==> config.mk <==
export PLATFORM = sky130hd
export DESIGN_NAME = axi4_lite_master_write_ctrl
export DESIGN_NICKNAME = d
export VERILOG_FILES = /design/src/rtl/axi4_lite_master_write_ctrl.sv
export SDC_FILE = /design/constraint.sdc
export NUM_CORES = 1
export LEC_CHECK = 0
export CORE_ASPECT_RATIO = 0.5
export CORE_UTILIZATION = 45
export DETAILED_ROUTE_END_ITERATION = 16
export GPL_ROUTABILITY_DRIVEN = 0
export PLACE_DENSITY = 0.86
export SLEW_MARGIN = 20
export SYNTH_ARGS = -nofsm -noshare
export SYNTH_HDL_FRONTEND = slang
export SYNTH_SLANG_ARGS = --single-unit
==> constraint.sdc <==
create_clock -name clk_i -period 10.8 [get_ports clk_i]
set_input_delay 1.62 -clock clk_i [delete_from_list [all_inputs] [get_ports clk_i]]
set_output_delay 1.62 -clock clk_i [all_outputs]
set_load 0.02 [all_outputs]
==> src/rtl/axi4_lite_master_write_ctrl.sv <==
// AXI4-Lite single-beat write master: takes one request, drives AW and W concurrently,
// then waits for B or times out. Every bus-facing output comes straight from a flop.
module axi4_lite_master_write_ctrl #(
    parameter int unsigned AXI_ADDR_WIDTH = 64,
    parameter int unsigned AXI_DATA_WIDTH = 32,   // 32 or 64
    parameter logic [2:0]  AXI_PROT       = 3'b000,
    parameter int unsigned TIMEOUT_CYCLES = 1024  // 0 disables the timeout
) (
    input  logic                          clk_i,
    input  logic                          arst_i,

    input  logic                          req_valid_i,
    output logic                          req_ready_o,
    input  logic [AXI_ADDR_WIDTH-1:0]     req_addr_i,
    input  logic [AXI_DATA_WIDTH-1:0]     req_data_i,
    input  logic [AXI_DATA_WIDTH/8-1:0]   req_strb_i,

    output logic                          rsp_valid_o,
    output logic [1:0]                    rsp_resp_o,
    output logic                          rsp_fault_o,
    output logic                          rsp_timeout_o,

    input  logic                          AW_READY,
    output logic                          AW_VALID,
    output logic [AXI_ADDR_WIDTH-1:0]     AW_ADDR,
    output logic [2:0]                    AW_PROT,

    input  logic                          W_READY,
    output logic                          W_VALID,
    output logic [AXI_DATA_WIDTH-1:0]     W_DATA,
    output logic [AXI_DATA_WIDTH/8-1:0]   W_STRB,

    input  logic                          B_VALID,
    input  logic [1:0]                    B_RESP,
    output logic                          B_READY
);

    localparam int unsigned STRB_WIDTH   = AXI_DATA_WIDTH / 8;
    localparam int unsigned CNT_WIDTH    = (TIMEOUT_CYCLES == 0) ? 1 :
                                           $clog2(TIMEOUT_CYCLES + 1);
    localparam int unsigned TIMEOUT_LAST = (TIMEOUT_CYCLES == 0) ? 0 : TIMEOUT_CYCLES - 1;
    localparam bit          TIMEOUT_EN   = (TIMEOUT_CYCLES != 0);

    localparam logic [CNT_WIDTH-1:0] CNT_LAST = CNT_WIDTH'(TIMEOUT_LAST);
    localparam logic [CNT_WIDTH-1:0] CNT_MAX  = '1;

    typedef enum logic [1:0] {
        StIdle,
        StAddrData,
        StResp,
        StDrain
    } state_e;

    state_e                      state_q, state_d;
    logic                        aw_valid_q, aw_valid_d;
    logic                        w_valid_q, w_valid_d;
    logic                        b_ready_q, b_ready_d;
    logic [AXI_ADDR_WIDTH-1:0]   aw_addr_q, aw_addr_d;
    logic [AXI_DATA_WIDTH-1:0]   w_data_q, w_data_d;
    logic [STRB_WIDTH-1:0]       w_strb_q, w_strb_d;
    logic [CNT_WIDTH-1:0]        cnt_q, cnt_d;
    logic                        rsp_valid_q, rsp_valid_d;
    logic [1:0]                  rsp_resp_q, rsp_resp_d;
    logic                        rsp_fault_q, rsp_fault_d;
    logic                        rsp_timeout_q, rsp_timeout_d;

    logic                        aw_accepted;
    logic                        w_accepted;
    logic                        b_handshake;

    // A channel counts as accepted if it handshakes now or already dropped its VALID.
    assign aw_accepted = !aw_valid_q || AW_READY;
    assign w_accepted  = !w_valid_q  || W_READY;
    assign b_handshake = B_VALID && b_ready_q;

    always_comb begin
        state_d       = state_q;
        aw_valid_d    = aw_valid_q;
        w_valid_d     = w_valid_q;
        b_ready_d     = b_ready_q;
        aw_addr_d     = aw_addr_q;
        w_data_d      = w_data_q;
        w_strb_d      = w_strb_q;
        cnt_d         = cnt_q;
        rsp_valid_d   = 1'b0;
        rsp_resp_d    = rsp_resp_q;
        rsp_fault_d   = rsp_fault_q;
        rsp_timeout_d = rsp_timeout_q;

        unique case (state_q)
            StIdle: begin
                if (req_valid_i) begin
                    aw_addr_d  = req_addr_i;
                    w_data_d   = req_data_i;
                    w_strb_d   = req_strb_i;
                    aw_valid_d = 1'b1;
                    w_valid_d  = 1'b1;
                    state_d    = StAddrData;
                end
            end

            StAddrData: begin
                if (aw_valid_q && AW_READY) begin
                    aw_valid_d = 1'b0;
                end
                if (w_valid_q && W_READY) begin
                    w_valid_d = 1'b0;
                end
                if (aw_accepted && w_accepted) begin
                    b_ready_d = 1'b1;
                    cnt_d     = '0;
                    state_d   = StResp;
                end
            end

            StResp: begin
                if (b_handshake) begin
                    b_ready_d     = 1'b0;
                    rsp_valid_d   = 1'b1;
                    rsp_resp_d    = B_RESP;
                    rsp_fault_d   = B_RESP[1];
                    rsp_timeout_d = 1'b0;
                    state_d       = StIdle;
                end else if (TIMEOUT_EN && (cnt_q == CNT_LAST)) begin
                    // Keep B_READY up so a late response is swallowed in StDrain.
                    rsp_valid_d   = 1'b1;
                    rsp_resp_d    = 2'b00;
                    rsp_fault_d   = 1'b1;
                    rsp_timeout_d = 1'b1;
                    state_d       = StDrain;
                end else if (cnt_q != CNT_MAX) begin
                    cnt_d = cnt_q + 1'b1;
                end
            end

            StDrain: begin
                if (b_handshake) begin
                    b_ready_d = 1'b0;
                    state_d   = StIdle;
                end
            end

            default: begin
                state_d = StIdle;
            end
        endcase
    end

    always_ff @(posedge clk_i or posedge arst_i) begin
        if (arst_i) begin
            state_q       <= StIdle;
            aw_valid_q    <= 1'b0;
            w_valid_q     <= 1'b0;
            b_ready_q     <= 1'b0;
            aw_addr_q     <= '0;
            w_data_q      <= '0;
            w_strb_q      <= '0;
            cnt_q         <= '0;
            rsp_valid_q   <= 1'b0;
            rsp_resp_q    <= 2'b00;
            rsp_fault_q   <= 1'b0;
            rsp_timeout_q <= 1'b0;
        end else begin
            state_q       <= state_d;
            aw_valid_q    <= aw_valid_d;
            w_valid_q     <= w_valid_d;
            b_ready_q     <= b_ready_d;
            aw_addr_q     <= aw_addr_d;
            w_data_q      <= w_data_d;
            w_strb_q      <= w_strb_d;
            cnt_q         <= cnt_d;
            rsp_valid_q   <= rsp_valid_d;
            rsp_resp_q    <= rsp_resp_d;
            rsp_fault_q   <= rsp_fault_d;
            rsp_timeout_q <= rsp_timeout_d;
        end
    end

    assign req_ready_o   = (state_q == StIdle);
    assign AW_PROT       = AXI_PROT;

    assign AW_VALID      = aw_valid_q;
    assign AW_ADDR       = aw_addr_q;
    assign W_VALID       = w_valid_q;
    assign W_DATA        = w_data_q;
    assign W_STRB        = w_strb_q;
    assign B_READY       = b_ready_q;

    assign rsp_valid_o   = rsp_valid_q;
    assign rsp_resp_o    = rsp_resp_q;
    assign rsp_fault_o   = rsp_fault_q;
    assign rsp_timeout_o = rsp_timeout_q;

endmodule
Word-level counts from Yosys, hierarchy flattened:

Cells that the tools add are included.

* bits in registers: 121
* input bits: 108
* output and inout bits: 112
* logic and storage cells: 76

* $add $sub $neg: 1
* equality and inequality tests: 15
* mux-type cells: 27
* reductions and logical operators: 21

Operators by type and width (count)
* $mux W11: 4
* $pmux W11 S2: 1
* $ne A2 B2 Y1 const B: 8
* $mux W2: 7
* $add A11 B1 Y11 const B: 1
* $eq A11 B10 Y1 const B: 1
* $mux W1: 11
* $ne A11 B11 Y1 const B: 1
* $reduce_and A3 Y1: 3
* $pmux W2 S4: 1
* $reduce_bool A2 Y1: 4
* $pmux W1 S2: 3
* $reduce_and A5 Y1: 1
* $eq A2 B2 Y1 const B: 2
* $logic_and A1 B1 Y1: 4
* $reduce_and A2 Y1: 2
* $reduce_and A4 Y1: 1
* $ne A3 B3 Y1 const B: 1
* $eq A2 B1 Y1 const B: 1
* $logic_not A1 Y1: 2
* $logic_not A2 Y1: 1
* $logic_or A1 B1 Y1: 2
* $ne A2 B1 Y1 const B: 1
* $reduce_or A2 Y1: 1

Longest topological paths before layout:

Gate-level depths: netlist of run 1.

* depth in word-level cells: 5
* depth in mapped cells: 6
* gate-level depth less buffers: 6

Least setup slack after synthesis of run 1:

No wires, ideal clock.

* path kind: input port to flip-flop
* start point: in req_valid_i
* end point: reg aw_addr_q[0], in the netlist AW_ADDR[0]
* setup time: 0.125 ns
* data arrival time: 2.609 ns
* required time: 10.675 ns
* path slack: 8.066 ns
* stages: 5
* path through: nor2b_1 > nor2b_1 > buf_4 > buf_4 > mux2_2

* longest elaborated chain between the ends: 1

Ends and longest elaborated chain
* start: declaration: line 12 `input logic req_valid_i,`
* $reduce_and A2 Y1 (no source line)
* end signal: assignment: line 168 `aw_addr_q <= aw_addr_d;`
* end: declaration: line 58 `logic [AXI_ADDR_WIDTH-1:0] aw_addr_q, aw_addr_d;`

Every way passes these cells.
A chain may end at the register's enable or synchronous reset.

Worst setup path after layout of run 1:

* start point: in req_valid_i
* end point: reg w_data_q[29], in the netlist W_DATA[29]

* longest elaborated chain between the ends: 1

Ends and longest elaborated chain
* $reduce_and A2 Y1 (no source line)
* end signal: assignment: line 169 `w_data_q <= w_data_d;`
* end: declaration: line 59 `logic [AXI_DATA_WIDTH-1:0] w_data_q, w_data_d;`

Every way passes these cells.

==> impl_results.md, run 1 <==
* Placed Instance Area at 7080 um2
* Setup TNS at 0 ns
* Actual slew at the worst max-slew pin at 1.04 ns
* Hold path cells at 1
* Critical Path RT at 11.07 ns
* Diodes inserted at 0
* Compound-Gate Fraction of Synth Area at 0.0455
* Gr busiest metal: met2
* Flop pwr share at 0.323
* Fin cells at 698
* Combinational share of power at 0.450
* DRT Wirelength at 11600 um
* Worst-path fanout max at 84
* Top FF cell, synth: dfrtp_1
* Ratio of cells with drive above 1 in the final layout at 0.256
* Die Ht at 75.3 um
* Post-synthesis xor/xnor area fraction at 0
* Post-Syn Instances at 323
* Post-DRT Antenna Nets at 0
* Vias at 3385
* I/O Pins at 220
* Std-Cell Rows at 26
* Cell Int Power at 1.64 mW
* Post-Synth Adder-Cell Area at 0.00259
* Leakage at 3.21 nW
* Fin crit share at 0.363
* Arrival @ worst endpoint at 4.19 ns
* Fin. max-slew vios at 0
* Die area at 11200 um2
* P per Cell Area at 323 nW/um2
* Startpoint Class: input port
* Post-Synth Simple-Gate Area at 0.0624
* Type of the worst setup path: in2reg
* Finish-stage setup viols at 0
* Met3 GRT Util at 0.0479
* Syn_area_per_cell at 15.0 um2
* Clock Skew at 0.00519 ns
* Synth top area share at 0.626
* Met2 usage at 0.390
* TritonCTS clock tree: built
* Synth Cell Area at 4830 um2
* Placed Cells at 667
* CTS H-tree lvls at 4
* Initial antenna violation count at 0
* Layout area overhead at 58.8%
* Synthesis Warnings at 0
* RSZ-0062 raised after global routing: false
* Max Root-Sink Buffers at 2
* CTS buffer count at 17
* First-pass iteration count of the detailed router at 6
* Reg2Reg Depth at 4
* Relative slew margins at 0.307
* Maximum clock frequency at 255 MHz
* Design area at 7680 um2
* Initial DRC count at 125
* GRT Residual Overflow at 0
* Width of the chip at 149 um
* Clk sinks at 121
* Setup bufs post-CTS at 0
* Global-route wire length before repair at 17900 um
* IO Port Bufs at 216
* Seq cells post-synth at 121
* Clk pwr share at 0.227
* Clock slew at the register clock pins of the worst setup and hold paths at 0.05 ns
* Synth area leader: dfrtp_1
* Crit end category: flop
* Vias in the first global route at 3449
* Largest net degree at the start of global routing at 85
* Final net count at 655
* EDFF count, synth at 0
* Max VDD drop at 190 uV
* Final hold violations at 0
* Final Util at 0.745
* Post_cts resized at 0
* Net Sw Power at 0.840 mW
* Worst hold path class: reg2reg
* Hpwl dp at 8220 um
* WL per Instance at 16.6 um
* Sw Ratio at 0.338
* Library cells used by synthesis at 44
* DRC at 0
* Latest clock arrival within the worst-skew pair at 0.39 ns
* M1 GR Usage at 0.258
* Sequential share of the synthesized area at 0.626
* Async SR Flop Fraction at 1.00
* Worst slack at placement at 6.44 ns
* Max-cap violation count at 0
* Fill count at 684
* Worst setup margin at 6.88 ns
* Core area at 10300 um2
* Global-route usage over all layers at 0.215
* Starting Density at 0.469
* Multiplexer area fraction after synthesis at 0.233
* Post-layout min period at 3.92 ns
* Root Driver: clkbuf_16
* Status: finished clean
* Largest family of logic cells by synthesized area: multiplexers
* Drt via density at 4.85
* CTS hold repair buffers at 0
* Largest cells by area after synthesis: dfrtp_1, mux2_2, buf_4
## synth_stat cells (2+ instances only)
| library cell | number |
|---|---|
| a21o_1 | 2 |
| a221o_1 | 3 |
| a22o_1 | 2 |
| and2_1 | 3 |
| and3_1 | 3 |
| buf_4 | 14 |
| dfrtp_1 | 121 |
| inv_1 | 6 |
| mux2_2 | 100 |
| nand2_1 | 11 |
| nand3_1 | 4 |
| nand4_1 | 2 |
| nor2_1 | 6 |
| nor2b_1 | 4 |
| nor3_1 | 4 |
| o211ai_1 | 3 |
| o21ai_0 | 7 |
| o22a_1 | 2 |
## cell usage in the layout, fill, tap and decap left out, types with 4 or more instances in the layout
cell	count
o21ai_0	7
nor2_1	6
clkinvlp_4	5
clkdlybuf4s50_1	216
nand3_1	4
inv_1	5
dfrtp_1	121
mux2_2	100
clkbuf_16	17
nand2_1	11
nor3_1	4
## stage by stage
step	total power, mW	hold WS, ns
after floorplan	1.40	0.475
after global placement	1.90	0.489
after detailed placement	1.93	0.492
after CTS	2.51	0.506
after global routing	2.61	0.518
final	2.48	0.502
## power groups by stage
stage	combinational (mW)	sequential, mW	clock [mW]
floorplan	0.353	1.05	0
global placement	1.11	0.796	0
detailed placement	1.13	0.807	0
CTS	1.13	0.804	0.577
global route	1.18	0.837	0.600
finish	1.12	0.801	0.564
## final timing paths
path	start	endpoint	slack, ns
max reg2reg	state_q[1]	W_DATA[29]	8.09
min in group asynchronous	arst_i	AW_ADDR[5]	1.76
min reg2reg	W_STRB[1]	W_STRB[1]	0.50
min	W_STRB[1]	W_STRB[1]	0.50
max in group asynchronous	arst_i	W_DATA[27]	7.85
max	req_valid_i	W_DATA[29]	6.88
## sequential cells by signal, summed over array words and instances (netlist names)
register / count
AW_ADDR: 64
W_DATA: 32
cnt_q: 11
W_STRB: 4
rsp_resp_o: 2
state_q: 2
AW_VALID: 1
B_READY: 1
W_VALID: 1
rsp_fault_o: 1
rsp_timeout_o: 1
rsp_valid_o: 1
## worst max-delay path, cell delays in order
cell and delay (ns):
clkdlybuf4s50_1 0.46, nor2b_1 0.26, nor2b_4 0.48, buf_4 0.89, mux2_2 0.43
## per-layer routing
layer / wire (um) / share of wire
met5: 0 / 0
met4: 128 / 0.011
met3: 396 / 0.034
met2: 6390 / 0.55
met1: 4670 / 0.40
## layout make-up
| type | instances | area (um2) | area share |
|---|---|---|---|
| Clock inverter | 12 | 151 | 0.0197 |
| Inverter | 6 | 25.0 | 0.00326 |
| Sequential cell | 121 | 3030 | 0.394 |
| Clock buffer | 19 | 443 | 0.0577 |
| Multi-Input combinational cell | 182 | 1680 | 0.219 |
| Timing Repair Buffer | 218 | 2180 | 0.284 |
| Tap cell | 140 | 175 | 0.0228 |
## logic make-up after synthesis
logic type / after synthesis
flops: 121
mux: 100
simple gates: 50
compound gates: 28
buf+inv: 22
fa+ha+maj: 1
other cells: 1
No activity file was read; power rests on OpenSTA's default activity.
==> inputs of run 2 (changes only) <==
--- a/config.mk
+++ b/config.mk
@@ -6,10 +6,10 @@
 export NUM_CORES = 1
 export LEC_CHECK = 0
 export CORE_ASPECT_RATIO = 0.5
-export CORE_UTILIZATION = 45
+export CORE_UTILIZATION = 38
 export DETAILED_ROUTE_END_ITERATION = 16
 export GPL_ROUTABILITY_DRIVEN = 0
-export PLACE_DENSITY = 0.86
+export PLACE_DENSITY = 0.77
 export SLEW_MARGIN = 20
 export SYNTH_ARGS = -nofsm -noshare
 export SYNTH_HDL_FRONTEND = slang
==> constraint.sdc (replaced) <==
create_clock -name clk_i -period 3.4 [get_ports clk_i]
set_input_delay 0.51 -clock clk_i [delete_from_list [all_inputs] [get_ports clk_i]]
set_output_delay 0.51 -clock clk_i [all_outputs]
set_load 0.02 [all_outputs]
==> run 2 against run 1 <==
Critical path type is now reg2out. Wire length rose by 6.1%. First-iteration DRC count fell by 18%. Highest routed layer unchanged. Sequential share of layout area fell by 0.95 points. Clock power rose to 3.7 times the previous value. Register-to-register slack got worse by 6.7 ns. Cell count rose by 4.3%. Worst hold slack improved by 0.00097 ns. Largest power group unchanged. Sequential cell count did not move. Non-clock buffer count rose by 4.
==> impl_results.md, run 2 (same netlist as run 1, synthesis figures left out) <==
* Status: finished clean
* Post_cts resized at 0
* Post-layout min period at 2.19 ns
* Crit end category: output pin
* Core area at 12100 um2
* Finish-stage setup viols at 0
* First-pass iteration count of the detailed router at 4
* Worst-path fanout max at 8
* Fill count at 899
* Tot Pwr at 8.24 mW
* Initial DRC count at 103
* Vias in the first global route at 3686
* Clock slew at the register clock pins of the worst setup and hold paths at 0.06 ns
* Hpwl dp at 8780 um
* Starting Density at 0.400
* P per Cell Area at 1050 nW/um2
* Post-DRT Antenna Nets at 0
* Fin. max-slew vios at 0
* RSZ-0062 raised after global routing: false
* Most frequent cells in the layout: clkdlybuf4s50_1, dfrtp_1, mux2_2, clkbuf_16, nand2_1
* Max Root-Sink Buffers at 2
* Actual slew at the worst max-slew pin at 0.547 ns
* IO Port Bufs at 216
* Drt via density at 4.81
* Final net count at 659
* CTS buffer count at 17
* CTS H-tree lvls at 4
* Die area at 13200 um2
* Vias at 3504
* Type of the worst setup path: reg2out
* Final Util at 0.651
* Width of the chip at 162 um
* Initial antenna violation count at 0
* Global-route usage over all layers at 0.191
* CTS hold repair buffers at 0
* Latest clock arrival within the worst-skew pair at 0.40 ns
* Worst hold path class: in2async
* Setup bufs post-CTS at 0
* Max reg flops at 64
* Root Driver: clkbuf_16
* DRC at 0
* Leakage at 3.29 nW
* Worst r2r src: state_q[1]
* Final hold violations at 0
* Global-route wire length before repair at 19100 um
* Setup TNS at 0 ns
* TritonCTS clock tree: built
* Clock Skew at 0.00505 ns
* Largest net degree at the start of global routing at 65
* Most common cell after layout, fill and taps aside: clkdlybuf4s50_1
* Max-cap violation count at 0
* Fin crit share at 0.643
* DRT Wirelength at 12300 um
* Startpoint Class: flop
* GRT Residual Overflow at 0
* Max VDD drop at 414 uV
* I/O Pins at 220
* WL per Instance at 16.9 um
* Relative slew margins at 0.635
* Die Ht at 81.8 um
* Std-Cell Rows at 28
* Critical Path RT at 2.89 ns
* Diodes inserted at 0
* Layout area overhead at 62.8%
* Critical path startpoint: state_q[0]
* Ratio of cells with drive above 1 in the final layout at 0.263
* Arrival @ worst endpoint at 1.68 ns
* Clk sinks at 121
* Maximum clock frequency at 457 MHz
[run 2: path summary, 6_finish.rpt]
kind                       slack [ns]  depth (start not counted)     endpoint
hold reg to reg                  0.50                          1  AW_ADDR[51]
setup / recovery                 1.21                          2  req_ready_o
min in group clk_i               0.50                          1  AW_ADDR[51]
max in group asynchronous        1.99                          3     cnt_q[8]
hold / removal                   0.50                          2  AW_ADDR[46]
setup reg to reg                 1.37                          4   AW_ADDR[3]
[run 2: critical path, cell delays in order, from the launching register on]
cell and delay (ns):
dfrtp_1 0.50, nor2_1 0.16, clkdlybuf4s50_1 0.62
[run 2: final cells by class]
type / count / area, um2 / share of cell area
Clock inverter: 10 / 213 / 0.0270
Inverter: 6 / 26.3 / 0.00334
Sequential cell: 121 / 3030 / 0.385
Multi-Input combinational cell: 182 / 1680 / 0.213
Timing Repair Buffer: 222 / 2230 / 0.284
Tap cell: 165 / 206 / 0.0262
Clock buffer: 22 / 484 / 0.0615
[run 2: where the power goes]
| group | total, mW | switching [mW] | internal, mW |
|---|---|---|---|
| Clock | 2.11 | 0.648 | 1.46 |
| Combinational | 3.59 | 1.66 | 1.93 |
| Sequential | 2.55 | 0.403 | 2.14 |
| Total | 8.24 | 2.71 | 5.53 |
[run 2: through the flow]
step / instances / worst slack, ns / hold slack (ns) / cell area, um2
after floorplan: 325 / 1.41 / 0.475 / 4850
after global placement: 696 / 0.903 / 0.489 / 7170
after detailed placement: 696 / 0.849 / 0.494 / 7170
after CTS: 728 / 1.19 / 0.507 / 7870
after global routing: 728 / 1.15 / 0.518 / 7870
final: 728 / 1.21 / 0.503 / 7870
[run 2: per-layer routing]
metal	part of all wire	vias to the layer above	GRT usage	wire (um)
met5	0	-	0	0
met4	0.020	0	0.100	243
met3	0.037	22	0.0394	459
met2	0.53	98	0.337	6510
met1	0.41	1775	0.225	5080
li1	-	1609	-	-
==> inputs of run 3 (changes only) <==
==> constraint.sdc (replaced) <==
create_clock -name clk_i -period 1.9 [get_ports clk_i]
set_input_delay 0.285 -clock clk_i [delete_from_list [all_inputs] [get_ports clk_i]]
set_output_delay 0.285 -clock clk_i [all_outputs]
set_load 0.02 [all_outputs]
==> run 3 against run 2 <==
Design area is 1.3% higher. Wire length is 0.36% lower. Global-route usage is 0.10 points lower. Worst hold slack worse by 0.16 ns. Die area stayed put. Clock skew is 0.0067 ns higher. Non-clock buffer count is 10 higher. Sequential power is 78% higher. Cell count is 1.4% higher. Largest power group unchanged. Highest routed layer unchanged.
==> impl_results.md, run 3 (same netlist as run 1, synthesis figures left out) <==
* Ratio of cells with drive above 1 in the final layout at 0.277
* CP Cell Sequence: ha_1 > nand4_1 > or3_4 > a21boi_4 > a221o_1
* Max Root-Sink Buffers at 2
* Drt via density at 4.78
* CTS H-tree lvls at 4
* Max VDD drop at 848 uV
* Crit Reg-Reg Endpoint: cnt_q[2]
* Post-layout min period at 1.75 ns
* Met3 GRT Util at 0.0495
* Vias in the first global route at 3595
* Critical path's top delay family: simple AND/OR/NAND/NOR gates
* Final net count at 669
* Reg2Reg Depth at 5
* DRT Wirelength at 12200 um
* Placed Instance Area at 7300 um2
* CP max-delay cell: dfrtp_1
* Std-Cell Rows at 28
* Starting Density at 0.400
* Global-route usage over all layers at 0.190
* Maximum clock frequency at 573 MHz
* CTS buffer count at 17
* Relative slew margins at 0.649
* Worst setup margin at 0.154 ns
* P per Cell Area at 1860 nW/um2
* Critical Path RT at 2.24 ns
* Crit end category: flop
* TritonCTS clock tree: built
* Clk sinks at 121
* RSZ-0062 raised after global routing: false
* Diodes inserted at 0
* Max reg flops at 64
* Fin cells at 738
* M1 GR Usage at 0.228
* Buffer and inverter count on the worst path at 0
* Setup bufs post-CTS at 0
* Worst slack at placement at -0.0543 ns
* Startpoint Class: flop
* Width of the chip at 162 um
* Finish-stage setup viols at 0
* Met2 usage at 0.325
* Flop2flop setup slack at 0.15 ns
* Gr busiest metal: met2
* Latest clock arrival within the worst-skew pair at 0.41 ns
* Post-DRT Antenna Nets at 0
* Arrival @ worst endpoint at 2.08 ns
* Root Driver: clkbuf_16
* Die Ht at 81.8 um
* Fin crit share at 0.919
* WL per Instance at 16.6 um
* Largest net degree at the start of global routing at 100
* Clock slew at the register clock pins of the worst setup and hold paths at 0.06 ns
* IO Port Bufs at 216
* Initial DRC count at 151
* Final hold violations at 0
* Clock Skew at 0.0117 ns
* Placed Cells at 706
* Fin. max-slew vios at 0
* Slowest stage delay, CP at 0.41 ns
* Max-cap violation count at 0
* Most common cell after layout, fill and taps aside: clkdlybuf4s50_1
* First-pass iteration count of the detailed router at 4
* GRT Residual Overflow at 0
* Hpwl dp at 9000 um
* I/O Pins at 220
* Initial antenna violation count at 0
* Core area at 12100 um2
* Type of the worst setup path: reg2reg
* Hold WS at 0.347 ns
* Leakage at 3.34 nW
* Vias at 3524
* Die area at 13200 um2
* Worst r2r src: cnt_q[0]
* Global-route wire length before repair at 18700 um
* Layout area overhead at 64.9%
* Actual slew at the worst max-slew pin at 0.527 ns
* Worst-path fanout max at 7
* DRC at 0
* Status: finished clean
* Worst hold path class: in2async
* Most frequent cells in the layout: clkdlybuf4s50_1, dfrtp_1, mux2_2, clkbuf_16, nand2_1
* Design area at 7970 um2
[run 3: cell types whose count changed in the layout (fill, tap and decap cells not counted), sizes merged]
cell / previous run / this run
buf: 6 / 16
clkbuf: 22 / 17
clkdlybuf4s50: 216 / 215
clkinv: 2 / 5
clkinvlp: 3 / 5
dlygate4sd2: 0 / 1
[run 3: routing by layer]
| metal | up-vias | share of wire |
|---|---|---|
| li1 | 1640 | - |
| met1 | 1779 | 0.41 |
| met2 | 88 | 0.54 |
| met3 | 17 | 0.036 |
| met4 | 0 | 0.019 |
| met5 | - | 0 |
[run 3: repair_timing]
item	in CTS	in global routing
gates resized for setup	1	0
endpoints found under the setup margin	1	0
hold endpoints to repair	0	0
hold buffers	0	0
[run 3: power breakdown]
group / switching (mW) / internal (mW)
sequential: 0.707 / 3.84
clock: 1.21 / 2.46
combinational: 3.01 / 3.58
[run 3: per-stage QoR]
stage                      util  total power, mW  setup TNS, ns
after global routing      0.660             15.5              0
after floorplan               -             7.97              0
after global placement    0.604             11.1          -2.77
final                     0.660             14.8              0
after detailed placement  0.604             11.2          -1.58
after CTS                 0.660             15.0              0
[run 3: area by class of cell]
cell class / instances / area [um2]
multi-input cells: 182 / 1680
clock inverters: 15 / 250
well taps: 165 / 206
repair buffers: 232 / 2360
flip-flops and latches: 121 / 3030
inverters: 6 / 26.3
clock buffers: 17 / 425
fillers: 899 / 4120
[run 3: worst max path at each step]
stage                           start          to  slack (ns)  cells after the start
final                        cnt_q[0]    cnt_q[2]        0.15                      5
after global routing         cnt_q[0]    cnt_q[2]        0.05                      5
after CTS                    AW_VALID    AW_VALID        0.13                      1
after detailed placement  req_valid_i  W_DATA[19]       -0.05                      6
after global placement    req_valid_i   W_DATA[9]       -0.05                      6
after floorplan                arst_i  AW_ADDR[0]        0.13                      1
[run 3: tightest hold or removal path, stage by stage]
cell and delay [ns]:
clkdlybuf4s50_1 0.45, clkinvlp_4 0.11, buf_4 0.29
